**src/rtl/conv_patch_controller_pkg.sv**
```systemverilog
`default_nettype none
// ============================================================================
// Module : conv_ctrl_pkg
// Brief  : Shared types and constants for the convolution patch controller.
// Rev    : 1.0  initial release
// ============================================================================
package conv_ctrl_pkg;

    localparam int DIM_W_DEF  = 4;
    localparam int IMG_AW_DEF = 8;

    localparam logic [31:0] FP_ZERO     = 32'h00000000;
    localparam int          FP_SIGN_BIT = 31;

    typedef enum logic [3:0] {
        S_IDLE    = 4'd0,
        S_CHECK   = 4'd1,
        S_FETCH   = 4'd2,
        S_DRAIN   = 4'd3,
        S_RUN     = 4'd4,
        S_WAIT    = 4'd5,
        S_WRITE   = 4'd6,
        S_ADVANCE = 4'd7,
        S_FIN     = 4'd8
    } state_e;

endpackage
`default_nettype wire

```
**src/rtl/conv_patch_controller_if.sv**
```systemverilog
`default_nettype none
// ============================================================================
// Module : conv_patch_controller_if
// Brief  : Image-memory, patch-buffer, engine and output-memory bus bundle.
// Rev    : 1.0  initial release
// ============================================================================
interface conv_patch_controller_if #(
    parameter int DATA_WIDTH = 32,
    parameter int ADDR_WIDTH = 4,
    parameter int IMG_AW     = 8
);
    logic                  img_rd_en;
    logic [IMG_AW-1:0]     img_addr;
    logic [DATA_WIDTH-1:0] img_data;

    logic                  patch_wr_en;
    logic [ADDR_WIDTH-1:0] patch_wr_addr;
    logic [DATA_WIDTH-1:0] patch_wr_data;

    logic                  dp_start;
    logic [ADDR_WIDTH-1:0] dp_vec_length;
    logic                  dp_done;
    logic [DATA_WIDTH-1:0] dp_result;

    logic                  out_wr_en;
    logic [IMG_AW-1:0]     out_wr_addr;
    logic [DATA_WIDTH-1:0] out_wr_data;

    modport master (
        output img_rd_en, img_addr,
        input  img_data,
        output patch_wr_en, patch_wr_addr, patch_wr_data,
        output dp_start, dp_vec_length,
        input  dp_done, dp_result,
        output out_wr_en, out_wr_addr, out_wr_data
    );

    modport slave (
        input  img_rd_en, img_addr,
        output img_data,
        input  patch_wr_en, patch_wr_addr, patch_wr_data,
        input  dp_start, dp_vec_length,
        output dp_done, dp_result,
        input  out_wr_en, out_wr_addr, out_wr_data
    );
endinterface
`default_nettype wire

```
**src/rtl/conv_patch_controller_addr_gen.sv**
```systemverilog
`default_nettype none
// ============================================================================
// Module : conv_patch_addr_gen
// Brief  : ky/kx patch walker producing image and patch-buffer addresses.
// Rev    : 1.0  initial release
// ============================================================================
module conv_patch_addr_gen #(
    parameter int ADDR_WIDTH = 4,
    parameter int IMG_AW     = 8,
    parameter int DIM_W      = 4
) (
    input  logic                  clk,
    input  logic                  rst_n,
    input  logic                  clr_i,
    input  logic                  step_i,
    input  logic [1:0]            k_i,
    input  logic [DIM_W-1:0]      img_w_i,
    input  logic [DIM_W-1:0]      oy_i,
    input  logic [DIM_W-1:0]      ox_i,
    output logic [IMG_AW-1:0]     img_addr_o,
    output logic [ADDR_WIDTH-1:0] patch_addr_o,
    output logic                  last_o
);

    logic [1:0] ky_q, ky_d;
    logic [1:0] kx_q, kx_d;

    assign last_o = (ky_q == k_i - 2'd1) && (kx_q == k_i - 2'd1);

    assign img_addr_o = (IMG_AW'(oy_i) + IMG_AW'(ky_q)) * IMG_AW'(img_w_i)
                      + IMG_AW'(ox_i) + IMG_AW'(kx_q);

    assign patch_addr_o = ADDR_WIDTH'(ky_q) * ADDR_WIDTH'(k_i) + ADDR_WIDTH'(kx_q);

    // The walk wraps to (0,0) after the last element so the next patch starts clean.
    always_comb begin
        ky_d = ky_q;
        kx_d = kx_q;
        if (clr_i || (step_i && last_o)) begin
            ky_d = 2'd0;
            kx_d = 2'd0;
        end else if (step_i) begin
            if (kx_q == k_i - 2'd1) begin
                kx_d = 2'd0;
                ky_d = ky_q + 2'd1;
            end else begin
                kx_d = kx_q + 2'd1;
            end
        end
    end

    always_ff @(posedge clk) begin
        if (!rst_n) begin
            ky_q <= 2'd0;
            kx_q <= 2'd0;
        end else begin
            ky_q <= ky_d;
            kx_q <= kx_d;
        end
    end

endmodule
`default_nettype wire

```
**src/rtl/conv_patch_controller.sv**
```systemverilog
`default_nettype none
// ============================================================================
// Module : conv_patch_controller
// Brief  : Gathers k x k patches, runs the dot-product engine, stores results.
//          Optional macro RELU_EN clamps negative results to +0.0.
// Rev    : 1.0  initial release
// ============================================================================
module conv_patch_controller
    import conv_ctrl_pkg::*;
#(
    parameter int DATA_WIDTH = 32,
    parameter int ADDR_WIDTH = 4,
    parameter int IMG_AW     = IMG_AW_DEF,
    parameter int DIM_W      = DIM_W_DEF
) (
    input  logic                     clk,
    input  logic                     rst_n,
    input  logic                     start_i,
    input  logic [DIM_W-1:0]         img_h_i,
    input  logic [DIM_W-1:0]         img_w_i,
    input  logic [1:0]               k_size_i,
    output logic                     busy_o,
    output logic                     done_o,
    output logic                     err_o,
    conv_patch_controller_if.master  bus
);

    state_e                state_q, state_d;
    logic [DIM_W-1:0]      h_q, w_q, oy_q, ox_q, out_h_q, out_w_q;
    logic [1:0]            k_q;
    logic [DATA_WIDTH-1:0] result_q;
    logic                  err_q;
    logic                  dp_done_prev_q;
    logic                  pwr_en_q;
    logic [ADDR_WIDTH-1:0] pwr_addr_q;

    logic                  gen_clr, gen_step, gen_last;
    logic [IMG_AW-1:0]     gen_img_addr;
    logic [ADDR_WIDTH-1:0] gen_patch_addr;
    logic                  rd_en, dp_start, wr_en;
    logic                  cfg_bad, last_pos, dp_rise;
    logic [DATA_WIDTH-1:0] wr_data;

    assign cfg_bad  = (k_q == 2'd0) || (DIM_W'(k_q) > h_q) || (DIM_W'(k_q) > w_q);
    assign last_pos = (ox_q == out_w_q - DIM_W'(1)) && (oy_q == out_h_q - DIM_W'(1));
    // A level left high by the previous job must not count as completion.
    assign dp_rise  = bus.dp_done && !dp_done_prev_q;

    conv_patch_addr_gen #(
        .ADDR_WIDTH (ADDR_WIDTH),
        .IMG_AW     (IMG_AW),
        .DIM_W      (DIM_W)
    ) u_addr_gen (
        .clk          (clk),
        .rst_n        (rst_n),
        .clr_i        (gen_clr),
        .step_i       (gen_step),
        .k_i          (k_q),
        .img_w_i      (w_q),
        .oy_i         (oy_q),
        .ox_i         (ox_q),
        .img_addr_o   (gen_img_addr),
        .patch_addr_o (gen_patch_addr),
        .last_o       (gen_last)
    );

    always_ff @(posedge clk) begin
        if (!rst_n) begin
            state_q <= S_IDLE;
        end else begin
            state_q <= state_d;
        end
    end

    always_comb begin
        state_d  = state_q;
        gen_clr  = 1'b0;
        gen_step = 1'b0;
        rd_en    = 1'b0;
        dp_start = 1'b0;
        wr_en    = 1'b0;
        case (state_q)
            S_IDLE:    if (start_i) state_d = S_CHECK;
            S_CHECK: begin
                gen_clr = 1'b1;
                state_d = cfg_bad ? S_FIN : S_FETCH;
            end
            S_FETCH: begin
                rd_en    = 1'b1;
                gen_step = 1'b1;
                if (gen_last) state_d = S_DRAIN;
            end
            S_DRAIN:   state_d = S_RUN;
            S_RUN: begin
                dp_start = 1'b1;
                state_d  = S_WAIT;
            end
            S_WAIT:    if (dp_rise) state_d = S_WRITE;
            S_WRITE: begin
                wr_en   = 1'b1;
                state_d = S_ADVANCE;
            end
            S_ADVANCE: begin
                gen_clr = 1'b1;
                state_d = last_pos ? S_FIN : S_FETCH;
            end
            S_FIN:     state_d = S_IDLE;
            default:   state_d = S_IDLE;
        endcase
    end

    always_ff @(posedge clk) begin
        if (!rst_n) begin
            h_q            <= '0;
            w_q            <= '0;
            k_q            <= 2'd0;
            oy_q           <= '0;
            ox_q           <= '0;
            out_h_q        <= '0;
            out_w_q        <= '0;
            result_q       <= '0;
            err_q          <= 1'b0;
            dp_done_prev_q <= 1'b0;
            pwr_en_q       <= 1'b0;
            pwr_addr_q     <= '0;
        end else begin
            dp_done_prev_q <= bus.dp_done;
            // Read data lands one cycle after the strobe, so the write trails it.
            pwr_en_q       <= rd_en;
            pwr_addr_q     <= gen_patch_addr;
            case (state_q)
                S_IDLE: begin
                    if (start_i) begin
                        h_q   <= img_h_i;
                        w_q   <= img_w_i;
                        k_q   <= k_size_i;
                        err_q <= 1'b0;
                    end
                end
                S_CHECK: begin
                    oy_q    <= '0;
                    ox_q    <= '0;
                    out_h_q <= h_q - DIM_W'(k_q) + DIM_W'(1);
                    out_w_q <= w_q - DIM_W'(k_q) + DIM_W'(1);
                    if (cfg_bad) err_q <= 1'b1;
                end
                S_WAIT: begin
                    if (dp_rise) result_q <= bus.dp_result;
                end
                S_ADVANCE: begin
                    if (ox_q == out_w_q - DIM_W'(1)) begin
                        ox_q <= '0;
                        oy_q <= oy_q + DIM_W'(1);
                    end else begin
                        ox_q <= ox_q + DIM_W'(1);
                    end
                end
                default: ;
            endcase
        end
    end

`ifdef RELU_EN
    assign wr_data = result_q[FP_SIGN_BIT] ? DATA_WIDTH'(FP_ZERO) : result_q;
`else
    assign wr_data = result_q;
`endif

    assign busy_o = (state_q != S_IDLE) && (state_q != S_FIN);
    assign done_o = (state_q == S_FIN);
    assign err_o  = err_q;

    assign bus.img_rd_en     = rd_en;
    assign bus.img_addr      = rd_en ? gen_img_addr : '0;
    assign bus.patch_wr_en   = pwr_en_q;
    assign bus.patch_wr_addr = pwr_addr_q;
    assign bus.patch_wr_data = pwr_en_q ? bus.img_data : '0;
    assign bus.dp_start      = dp_start;
    assign bus.dp_vec_length = busy_o ? ADDR_WIDTH'(k_q) * ADDR_WIDTH'(k_q) : '0;
    assign bus.out_wr_en     = wr_en;
    assign bus.out_wr_addr   = wr_en ? IMG_AW'(oy_q) * IMG_AW'(out_w_q) + IMG_AW'(ox_q) : '0;
    assign bus.out_wr_data   = wr_en ? wr_data : '0;

endmodule
`default_nettype wire

```
**src/flat_wrapper.sv**
```systemverilog
// flat-port wrapper written by rule: the top's interface ports become plain ports
module conv_patch_controller_flat import conv_ctrl_pkg::*;
#(
    parameter int DATA_WIDTH = 32,
    parameter int ADDR_WIDTH = 4,
    parameter int IMG_AW     = IMG_AW_DEF,
    parameter int DIM_W      = DIM_W_DEF
)
  (clk, rst_n, start_i, img_h_i, img_w_i, k_size_i, busy_o, done_o, err_o, bus_img_rd_en, bus_img_addr, bus_img_data, bus_patch_wr_en, bus_patch_wr_addr, bus_patch_wr_data, bus_dp_start, bus_dp_vec_length, bus_dp_done, bus_dp_result, bus_out_wr_en, bus_out_wr_addr, bus_out_wr_data);
  conv_patch_controller_if #(.DATA_WIDTH(DATA_WIDTH), .ADDR_WIDTH(ADDR_WIDTH), .IMG_AW(IMG_AW)) bus_i ();
  input  logic clk;
  input  logic rst_n;
  input  logic start_i;
  input  logic [DIM_W-1:0] img_h_i;
  input  logic [DIM_W-1:0] img_w_i;
  input  logic [1:0] k_size_i;
  output logic busy_o;
  output logic done_o;
  output logic err_o;
  output wire logic [$bits(bus_i.img_rd_en)-1:0] bus_img_rd_en;
  output wire logic [$bits(bus_i.img_addr)-1:0] bus_img_addr;
  input wire logic [$bits(bus_i.img_data)-1:0] bus_img_data;
  output wire logic [$bits(bus_i.patch_wr_en)-1:0] bus_patch_wr_en;
  output wire logic [$bits(bus_i.patch_wr_addr)-1:0] bus_patch_wr_addr;
  output wire logic [$bits(bus_i.patch_wr_data)-1:0] bus_patch_wr_data;
  output wire logic [$bits(bus_i.dp_start)-1:0] bus_dp_start;
  output wire logic [$bits(bus_i.dp_vec_length)-1:0] bus_dp_vec_length;
  input wire logic [$bits(bus_i.dp_done)-1:0] bus_dp_done;
  input wire logic [$bits(bus_i.dp_result)-1:0] bus_dp_result;
  output wire logic [$bits(bus_i.out_wr_en)-1:0] bus_out_wr_en;
  output wire logic [$bits(bus_i.out_wr_addr)-1:0] bus_out_wr_addr;
  output wire logic [$bits(bus_i.out_wr_data)-1:0] bus_out_wr_data;
  assign bus_img_rd_en = bus_i.img_rd_en;
  assign bus_img_addr = bus_i.img_addr;
  assign bus_i.img_data = bus_img_data;
  assign bus_patch_wr_en = bus_i.patch_wr_en;
  assign bus_patch_wr_addr = bus_i.patch_wr_addr;
  assign bus_patch_wr_data = bus_i.patch_wr_data;
  assign bus_dp_start = bus_i.dp_start;
  assign bus_dp_vec_length = bus_i.dp_vec_length;
  assign bus_i.dp_done = bus_dp_done;
  assign bus_i.dp_result = bus_dp_result;
  assign bus_out_wr_en = bus_i.out_wr_en;
  assign bus_out_wr_addr = bus_i.out_wr_addr;
  assign bus_out_wr_data = bus_i.out_wr_data;
  conv_patch_controller #(.DATA_WIDTH(DATA_WIDTH), .ADDR_WIDTH(ADDR_WIDTH), .IMG_AW(IMG_AW), .DIM_W(DIM_W)) u_core (.clk(clk), .rst_n(rst_n), .start_i(start_i), .img_h_i(img_h_i), .img_w_i(img_w_i), .k_size_i(k_size_i), .busy_o(busy_o), .done_o(done_o), .err_o(err_o), .bus(bus_i));
endmodule
```
**config.mk**
```make
export PLATFORM = sky130hd
export DESIGN_NAME = conv_patch_controller_flat
export DESIGN_NICKNAME = d
export VERILOG_FILES = /design/src/rtl/conv_patch_controller_pkg.sv /design/src/rtl/conv_patch_controller_if.sv /design/src/rtl/conv_patch_controller_addr_gen.sv /design/src/rtl/conv_patch_controller.sv /design/src/flat_wrapper.sv
export SDC_FILE = /design/constraint.sdc
export NUM_CORES = 1
export LEC_CHECK = 0
export ABC_AREA = 1
export CAP_MARGIN = 15
export CORE_MARGIN = 2
export CORE_UTILIZATION = 30
export CTS_CLUSTER_DIAMETER = 50
export DETAILED_ROUTE_END_ITERATION = 7
export SYNTH_ARGS = -nofsm -noshare
export SYNTH_HDL_FRONTEND = slang
export SYNTH_HIERARCHICAL = 1
export SYNTH_SLANG_ARGS = --single-unit
```
**constraint.sdc**
```tcl
create_clock -name clk -period 5.77 [get_ports clk]
set_clock_uncertainty 0.05 [all_clocks]
set_input_delay 0.577 -clock clk [delete_from_list [all_inputs] [get_ports clk]]
set_output_delay 0.577 -clock clk [all_outputs]
set_load 0.03 [all_outputs]
```
==> results.py <==
metrics = {
    "setup_path": {
        "critical_path_arrival_ps": 4800,
        "path_max_fanout": 6,
        "reg2reg_depth": 9,
        "start_kind": "flip-flop",
        "end_kind": "output pin",
        "critPathRequiredTime_ps": 5140,
        "path_class": "reg2out",
        "r2r_start": "u_core/k_q[1]",
        "ff2ff_setup_slack_ps": 3600,
        "rr_endpoint": "u_core/bus.patch_wr_addr[2]",
    },
    "final_layout": {
        "antenna_cells": 0,
        "final_common_cell": "inv_1",
        "syn_to_final_growth_pct": 39.52,
        "mostFrequentLayoutCells": "201 x inv_1, 171 x clkdlybuf4s50_1, 166 x nand2_1, 90 x nor2_1, 72 x dfxtp_1",
        "drive_above_1_share": 0.04262,
        "final_cells": 1243,
        "nets": 1157,
        "final.fill_count": 1909,
    },
    "grt": {
        "grt_max_degree": 65,
        "antenna_found_initial": 0,
        "grt_pass1_vias": 4962,
        "grt_pass1_wl_mm": 23.02,
        "grt-ovfl-total": 0,
        "grt.total_usage": 0.1399,
    },
    "logic_synthesis": {
        "syn_nets": 999,
        "ys_warn_count": 6,
        "ys_seq_elements": 73,
        "synth_seq_area_share": 0.2602,
        "avgSynthCellArea_sq_um": 6.639,
        "synth_edf_count": 0,
        "async_flop_share": 0,
        "synth_area_sq_um": 5617,
        "synth_cells": 846,
        "synth_ff_type": "dfxtp_1",
        "yosysUniqueCellTypes": 35,
    },
    "min_path": {
        "hold_depth": 2,
        "hp-start": "u_core/err_o",
        "min_path_type": "reg2reg",
        "whs_endpoint": "u_core/err_o",
    },
    "placed_design": {
        "place_inst": 1227,
        "gp_congestion": 0.8189,
        "port-buffer-count": 171,
        "hpwl_mm": 11.09,
    },
    "route": {
        "avgRoutedWirePerCell_microns": 11.29,
        "drc_errors": 0,
        "vias_per_cell": 4.269,
        "firstDrtPassIters": 4,
        "via_count": 5306,
        "routed_wl_mm": 14.03,
        "met1_length_mm": 6.329,
        "dr_wl_met2_mm": 6.462,
        "drtIter0Drc": 185,
        "drt.antenna.violating_nets": 0,
        "wl_met3_mm": 1.163,
        "top_layer": "met4",
    },
    "clock_network": {
        "cts_buffer_depth": 2,
        "cts_made_buffers": 9,
        "cts.sink_count": 73,
        "clkLatencyLatePin_ps": 330,
        "root_buffer": "clkbuf_16",
        "htree_levels": 3,
        "tritoncts": "done",
        "clk_pin_slew_ps": 60,
    },
    "sta": {
        "rsz0062_at_grt": "false",
        "hold_violations": 0,
        "fin_crit_sh": 0.9402,
        "slew_headroom": 0.3160,
        "slew_violations": 0,
        "tns_ps": 0,
        "fmax_ghz": 0.1843,
        "layout_min_cycle_time_ps": 5425,
        "max_slew.worst_pin.slew_ps": 1025,
        "setup_viol": 0,
    },
    "power_and_ir_drop": {
        "vdd_drop_max_mv": 0.1711,
        "p_leak_nw": 3.745,
        "p_per_area_nw_per_um2": 255.8,
        "power.total_mw": 2.005,
    },
    "floorplan": {
        "start_util": 0.3033,
        "ioPinCount": 173,
        "fp-row-count": 50,
        "core_sq_um": 18520,
        "die_y_microns": 140.8,
        "dieArea_sq_um": 19830,
        "die_x_microns": 140.8,
    },
    "status": {
        "status": "finished clean",
    },
    "job": {
        "max_cap_viol_count": 0,
    },
}
-- cell families after synthesis --
group | count (synthesis) | synth area share
and+or+nand+nor | 309 | 0.2272
buffers and inverters | 234 | 0.1615
AOI/OAI and AO/OA | 135 | 0.1243
adders and majority gates | 75 | 0.1951
DFF | 73 | 0.2602
xor gates and xnor gates | 19 | 0.03097
other | 1 | 0.0006677
-- worst max-delay path: stages, from the launching register on --
cell and delay, ps:
dfxtp_1 370, ha_1 230, fa_1 410, xor2_1 190
nand2_1 90, fa_1 470, fa_1 520, fa_1 510
inv_1 40, ha_1 350, nand2_1 80, nand2_1 60
a31oi_1 170, xor2_1 160, inv_1 50, nor2_1 100
clkdlybuf4s50_1 680
-- final cells by class --
class / count / area (sq um) / share of cell area
multi-input cells: 539 / 3248 / 0.4145
inverters: 207 / 777.0 / 0.09915
well taps: 234 / 292.8 / 0.03736
repair buffers: 174 / 1734 / 0.2213
flip-flops and latches: 73 / 1463 / 0.1867
clock buffers: 11 / 242.7 / 0.03098
clock inverters: 5 / 78.83 / 0.01006
-- cell usage after synthesis, types with 11 or more instances --
| cell | instances | area (sq um) |
|---|---|---|
| inv_1 | 201 | 754.5 |
| nand2_1 | 166 | 623.1 |
| nor2_1 | 90 | 337.8 |
| dfxtp_1 | 73 | 1461 |
| a21oi_1 | 70 | 350.3 |
| o21ai_0 | 56 | 280.3 |
| ha_1 | 54 | 675.7 |
| nand3_1 | 28 | 140.1 |
| fa_1 | 21 | 420.4 |
| xor2_1 | 13 | 113.9 |
| clkbuf_1 | 12 | 45.04 |
| buf_2 | 11 | 55.05 |
-- per-stage QoR --
stage          setup slack, ps  hold WS [ps]  area (sq um)  utilization
2_1_floorplan             1215         380.0          5617            -
3_3_place_gp             727.5         391.2          7513       0.4057
3_5_place_dp             659.0         391.0          7513       0.4057
4_1_cts                  294.3         400.3          7835       0.4231
5_1_grt                  10.56         415.5          7836       0.4232
6_report                 345.3         399.0          7836       0.4232
-- where the power goes --
| part | leakage [nW] | total [mW] | switching (mW) | internal, mW |
|---|---|---|---|---|
| clock network | 0.159 | 0.598 | 0.208 | 0.390 |
| logic | 2.99 | 0.745 | 0.457 | 0.288 |
| registers | 0.593 | 0.662 | 0.0894 | 0.572 |
| total | 3.75 | 2.00 | 0.755 | 1.25 |
-- metal layers --
layer / track usage / up-vias
met1: 0.1720 / 2289
met3: 0.05163 / 6
li1: - / 2877
met2: 0.2334 / 134
met4: 0.03421 / 0
met5: 0 / -
-- worst max path at each step --
stage | start | end | slack (ps) | cells after the start
finish | u_core/u_addr_gen/ky_q[0] | bus_img_addr[4] | 350 | 16
global placement | u_core/u_addr_gen/ky_q[0] | bus_img_addr[4] | 730 | 16
global route | u_core/u_addr_gen/ky_q[0] | bus_img_addr[4] | 10 | 16
floorplan | u_core/u_addr_gen/ky_q[0] | bus_img_addr[4] | 1220 | 14
detailed placement | u_core/u_addr_gen/ky_q[0] | bus_img_addr[4] | 660 | 15
CTS | u_core/u_addr_gen/ky_q[0] | bus_img_addr[4] | 290 | 16
-- what timing repair did --
item,CTS,global route
hold buffers,0,0
buffers inserted,0,0
endpoints found under the setup margin,0,1
resized for setup,0,1
-- state kept, by name (all words and copies together) (netlist names), 2 cells and up --
name	cells
u_core/out_w_q	4
u_core/w_q	4
u_core/h_q	4
u_core/u_addr_gen/kx_q	2
u_core/bus.patch_wr_addr	4
u_core/k_q	2
u_core/u_addr_gen/ky_q	2
u_core/result_q	32
u_core/ox_q	4
u_core/state_q	4
u_core/oy_q	4
u_core/out_h_q	4
Note: power is estimated with default switching activity, not from simulation.
